### src/rtl/tt_par_rx_fifo.sv
// Parallel 4-phase strobe/acknowledge receiver feeding a show-ahead byte FIFO.
// Optional odd-parity check on incoming bytes is enabled by defining PARRX_PARITY_EN.
module tt_par_rx_fifo #(
    parameter int unsigned DEPTH       = 4,
    parameter int unsigned SYNC_STAGES = 2
) (
    input  logic                   clk,
    input  logic                   rst_n,
    input  logic                   ena,
    input  logic [7:0]             par_data_i,
    input  logic                   par_stb_i,
`ifdef PARRX_PARITY_EN
    input  logic                   par_parity_i,
    output logic                   parity_err_o,
`endif
    output logic                   par_ack_o,
    output logic [7:0]             rd_data_o,
    output logic                   rd_valid_o,
    input  logic                   rd_pop_i,
    output logic                   full_o,
    output logic [$clog2(DEPTH):0] count_o
);

    localparam int unsigned AW = $clog2(DEPTH);
    localparam int unsigned CW = AW + 1;
    localparam logic [CW-1:0] FullCount = CW'(DEPTH);

    typedef enum logic [1:0] {
        StIdle,
        StWaitSpace,
        StAck
    } state_e;

    state_e            state_q, state_d;
    logic [SYNC_STAGES-1:0] sync_q;
    logic              stb_s;
    logic              ack_q;
    logic              fsm_push;
    logic              push_req;
    logic              wr_en;
    logic              rd_en;
    logic              full;
    logic [AW-1:0]     wr_ptr_q;
    logic [AW-1:0]     rd_ptr_q;
    logic [CW-1:0]     count_q, count_d;
    logic [7:0]        mem_q [DEPTH];

    // The strobe synchroniser keeps sampling even while ena is low.
    always_ff @(posedge clk or negedge rst_n) begin
        if (!rst_n) begin
            sync_q <= '0;
        end else begin
            sync_q <= {sync_q[SYNC_STAGES-2:0], par_stb_i};
        end
    end

    assign stb_s = sync_q[SYNC_STAGES-1];
    assign full  = (count_q == FullCount);

    always_comb begin
        state_d  = state_q;
        fsm_push = 1'b0;
        case (state_q)
            StIdle: begin
                if (stb_s) begin
                    if (!full) begin
                        fsm_push = 1'b1;
                        state_d  = StAck;
                    end else begin
                        state_d  = StWaitSpace;
                    end
                end
            end
            StWaitSpace: begin
                if (!full) begin
                    fsm_push = 1'b1;
                    state_d  = StAck;
                end
            end
            StAck: begin
                if (!stb_s) begin
                    state_d = StIdle;
                end
            end
            default: state_d = StIdle;
        endcase
    end

    assign push_req = ena && fsm_push;
    assign rd_en    = ena && rd_pop_i && (count_q != '0);

`ifdef PARRX_PARITY_EN
    logic parity_ok;
    logic parity_err_q;

    // Odd parity: data plus parity bit must contain an odd number of ones.
    assign parity_ok = ^{par_data_i, par_parity_i};
    assign wr_en     = push_req && parity_ok;

    always_ff @(posedge clk or negedge rst_n) begin
        if (!rst_n) begin
            parity_err_q <= 1'b0;
        end else if (push_req && !parity_ok) begin
            parity_err_q <= 1'b1;
        end
    end

    assign parity_err_o = parity_err_q;
`else
    assign wr_en = push_req;
`endif

    always_ff @(posedge clk or negedge rst_n) begin
        if (!rst_n) begin
            state_q <= StIdle;
            ack_q   <= 1'b0;
        end else if (ena) begin
            state_q <= state_d;
            ack_q   <= (state_d == StAck);
        end
    end

    always_comb begin
        count_d = count_q;
        case ({wr_en, rd_en})
            2'b10:   count_d = count_q + 1'b1;
            2'b01:   count_d = count_q - 1'b1;
            default: count_d = count_q;
        endcase
    end

    always_ff @(posedge clk or negedge rst_n) begin
        if (!rst_n) begin
            wr_ptr_q <= '0;
            rd_ptr_q <= '0;
            count_q  <= '0;
        end else begin
            if (wr_en) begin
                wr_ptr_q <= wr_ptr_q + 1'b1;
            end
            if (rd_en) begin
                rd_ptr_q <= rd_ptr_q + 1'b1;
            end
            count_q <= count_d;
        end
    end

    // Storage is cleared on reset so the show-ahead head reads zero when empty.
    always_ff @(posedge clk or negedge rst_n) begin
        if (!rst_n) begin
            for (int i = 0; i < int'(DEPTH); i++) begin
                mem_q[i] <= '0;
            end
        end else if (wr_en) begin
            mem_q[wr_ptr_q] <= par_data_i;
        end
    end

    assign par_ack_o  = ack_q;
    assign rd_data_o  = mem_q[rd_ptr_q];
    assign rd_valid_o = (count_q != '0);
    assign full_o     = full;
    assign count_o    = count_q;

endmodule

### config.mk
export PLATFORM = sky130hd
export DESIGN_NAME = tt_par_rx_fifo
export DESIGN_NICKNAME = d
export VERILOG_FILES = /design/src/rtl/tt_par_rx_fifo.sv
export SDC_FILE = /design/constraint.sdc
export NUM_CORES = 1
export LEC_CHECK = 0
export BUFFER_PORTS_ARGS = -buffer_cell sky130_fd_sc_hd__buf_2
export CORE_ASPECT_RATIO = 0.75
export CORE_MARGIN = 5
export CORE_UTILIZATION = 45
export CTS_CLUSTER_DIAMETER = 150
export CTS_CLUSTER_SIZE = 30
export DETAILED_ROUTE_END_ITERATION = 10
export MAX_ROUTING_LAYER = met4
export PLACE_DENSITY = 0.66
export SYNTH_ARGS = -nofsm -noshare
export SYNTH_HDL_FRONTEND = slang
export SYNTH_SLANG_ARGS = --single-unit
### constraint.sdc
create_clock -name clk -period 3.7 [get_ports clk]
set_input_delay 0.555 -clock clk [delete_from_list [all_inputs] [get_ports clk]]
set_output_delay 0.555 -clock clk [all_outputs]
set_load 0.005 [all_outputs]
==> run summary <==
The sequential-to-total area share from yosys stat was 0.5346; the max-slew violation total from the final report was 0. The floorplan step set the die height to 68.59 µm. The critical path contains buffers and inverters numbering 2 combined. Each instance of the synthesized netlist takes up on average 15.84 µm².

The first global-routing pass estimated 5878 µm of wire. The layout has 383 filler cells. The run gives 0.002059 mm² as the post-synth design cell area. The met3 layer usage reported by global route was 0.03563. For this design the top-level I/O count stands at 27. The area fraction of the dominant cell type after synthesis is 0.5346. The headroom to the max-slew limit was 0.3528. After global routing, the most crowded layer is met2.

Setup repair after global routing left no endpoint under its margin. The synthesized design spends more area on one cell type than any other, namely dfrtp_1. The highest fanout seen on the critical path works out to 7. For the endpoint required time on the critical path, the log shows 3.91 ns. The tools report the number of hold-repair buffers added at the cts stage as 0. Excluding fillers, the count of instances in the completed layout stands at 217.

The tools report the final weighted congestion in routability-driven placement as 0.7797. Synthesis produced a netlist with a net count of 149. TritonCTS built the clock tree. The worst path needs 2.467 ns of the cycle, external delays included. In this run, placement finished with an instance count of 209. The fmax was 405.4 MHz; the buffers inserted during post-CTS setup optimization was 0. The floorplan core area is 0.004441 mm². The total leakage power came out at 1.066 nW. Counting the buffers created by CTS gives 5. The die width is 88.12 µm, and the overall die area is 0.006043 mm². Reported max-cap violation count: 0. The number of iterations in the first detailed-routing pass was 3; the number of warnings printed during yosys synthesis was 0. Global routing met1 resource utilization: 0.1673. The CTS clock-pin slew for the worst setup and hold paths was 0.08 ns; the H-tree level count was 2.

The worst-path cell with the longest stage delay was or3b_1. The area growth from synthesis to layout is 12.88%. The cell family contributing the most delay on the critical path is simple AND/OR/NAND/NOR gates.

The finished cells cover 0.002325 mm². In this run the power density over the cells is 810.0 mW/mm². The number of buffers added on ports works out to 26. The cell count after synthesis is 130, and the via count of the routed design is 1155. The hold violation count in the final report was 0. STA classifies the critical path startpoint as a register.

The tools report the number of DRC violations after detailed-routing iteration 0 as 28. The class of the most critical hold timing path is reg2reg. The logs give 26 for the number of distinct library cell variants in the gate-level netlist after synthesis and 1168 for the number of global-route vias before repair.

In the post-synthesis netlist, the biggest area contributors are dfrtp_1 (53%), mux2_2 (17%), mux4_2 (8.7%), nand4_4 (4.1%), ha_1 (3.0%). On the worst path, the slowest cell contributes a delay of 0.58 ns. In the post-route analysis, the smallest setup slack over all paths is 1.233 ns. The synthesized design contains 44 register bits. Traced cell by cell, the critical path runs through or3b_1 > and3_4 > inv_1 > ha_1 > inv_1 > fa_1 > xor2_1 > nor2_1 > xor2_1. Setup total negative slack on the finished layout was measured at 0 ns.

The leading register cell type out of synthesis is dfrtp_1. The met2 capacity usage during global routing came out at 0.2199. Entering global routing, the biggest net connects 45 pins. In the routed layout, each cell is associated on average with a via count of 5.323. The total of endpoints with negative setup slack in the final report came out at 0. The number of antenna diodes in the final layout is 0. The total global routing overflow was 0; the proportion of register bits with asynchronous set or reset after synthesis was 1.000. The logs give 0 for the number of nets with antenna violations after detailed routing and 0.29 ns for the insertion delay to the later sink of the worst-skew pair.

The clock arrives with 0.004952 ns of skew. The number of standard-cell rows in the floorplan is 21. The placement-stage worst setup slack is 1.247 ns, and the transition time of the tightest slew-check pin is 0.9708 ns.

The critical path in this run is classified as reg2reg. In the final design database the tool counted 178 nets. The fraction of layout instances using a drive strength above 1 is 0.5250.

The run gives 0 as the number of design rule violations left after detail routing. The run finished with clean final reports. Yosys instantiated no cell more often than dfrtp_1. The wire-length estimate of the detail-placed layout is 2517 µm.

The count of flip-flops with a built-in enable after synthesis works out to 0. The all-layer global routing usage is 0.1345. The clock tree root buffer cell was clkbuf_8.

For this block, the routed nets add up to 3548 µm of wire. The number of clock sinks seen by CTS was 44. In this run the deepest clock path goes through 2 buffers. The run gives 0.4638 as the initial cell density of the core. The ratio of final minimum period to clock period was 0.6667; the wire length per cell after detailed routing was 16.35 µm. The initial antenna violation count was 0; the data arrival time of the critical path was 2.68 ns. STA classifies the critical path endpoint as a register.

The post-cts resize count was 0. In the synthesized netlist, the cells that appear most often are dfrtp_1 (44), mux2_2 (32), inv_1 (8), mux4_2 (8), ha_1 (5). VDD sags by at most 0.3363 mV.

The placed instance area is 0.002232 mm².
[registers in the layout, summed over array words and instances (netlist names)]
register and count:
wr_ptr_q 2, sync_q 2, count_o 3, state_q 2, par_ack_o 1, rd_ptr_q 2
mem_q 32
[layer usage]
| metal | vias to the layer above | wire length [µm] |
|---|---|---|
| met4 | 0 | 34 |
| met2 | 14 | 1764 |
| met1 | 613 | 1630 |
| li1 | 523 | - |
| met3 | 5 | 118 |
| met5 | - | 0 |
[logic make-up (layout without fill, tap and decap cells)]
| family | Yosys count | count (layout) | synth area share |
|---|---|---|---|
| buffers and inverters | 13 | 43 | 0.03220 |
| multiplexers | 42 | 42 | 0.2746 |
| AO/OA/AOI/OAI | 4 | 4 | 0.01944 |
| XOR/XNOR | 6 | 6 | 0.02552 |
| flip-flops | 44 | 44 | 0.5346 |
| adder cells (fa/ha/maj) | 6 | 6 | 0.04010 |
| AND/OR/NAND/NOR | 15 | 15 | 0.07351 |
[final cells by class]
type	instances	area, µm²	area share
clock buffers	6	82.58	0.03552
multi-input cells	73	892.1	0.3837
clock inverters	2	10.01	0.004306
repair buffers	27	137.6	0.05920
flip-flops and latches	44	1101	0.4736
well taps	57	71.32	0.03068
inverters	8	30.03	0.01292
[power by group]
group,internal [mW],leakage [nW],switching [mW]
sequential,0.698,0.537,0.175
clock,0.149,0.0510,0.154
combinational,0.444,0.478,0.263
[worst paths after layout]
check / startpoint / to / slack, ns / cells past startpoint
max: count_o[0] / count_o[2] / 1.23 / 9
min: sync_q[0] / sync_q[1] / 0.35 / 0
max reg2reg: count_o[0] / count_o[2] / 1.23 / 9
min reg2reg: sync_q[0] / sync_q[1] / 0.35 / 0
max in group asynchronous: rst_n / mem_q[5] / 2.68 / 1
min in group asynchronous: rst_n / count_o[1] / 0.41 / 1
[cells in the final DEF (no fill, tap or decap)]
cell / count
a221o_1: 1
a32o_1: 1
and3_4: 1
buf_2: 26
buf_4: 1
clkbuf_8: 6
clkinv_2: 2
dfrtp_1: 44
fa_1: 1
ha_1: 5
inv_1: 8
mux2_2: 32
mux2_4: 1
mux2i_1: 1
mux4_2: 8
nand2_1: 2
nand3_1: 1
nand4_4: 4
nor2_1: 2
nor2b_1: 2
o2bb2ai_1: 1
o311a_2: 1
or2_2: 1
or3_2: 1
or3b_1: 1
xnor2_1: 3
xor2_1: 3
[stage by stage]
| stage | hold WS (ns) | total power [mW] | utilization |
|---|---|---|---|
| after global placement | 0.3389 | 1.563 | 0.5027 |
| after floorplan | 0.2594 | 1.374 | - |
| after global routing | 0.3658 | 2.011 | 0.5235 |
| final | 0.3544 | 1.883 | 0.5235 |
| after detailed placement | 0.3402 | 1.606 | 0.5027 |
| after CTS | 0.3593 | 1.915 | 0.5235 |
(Power assumes the default switching activity.)
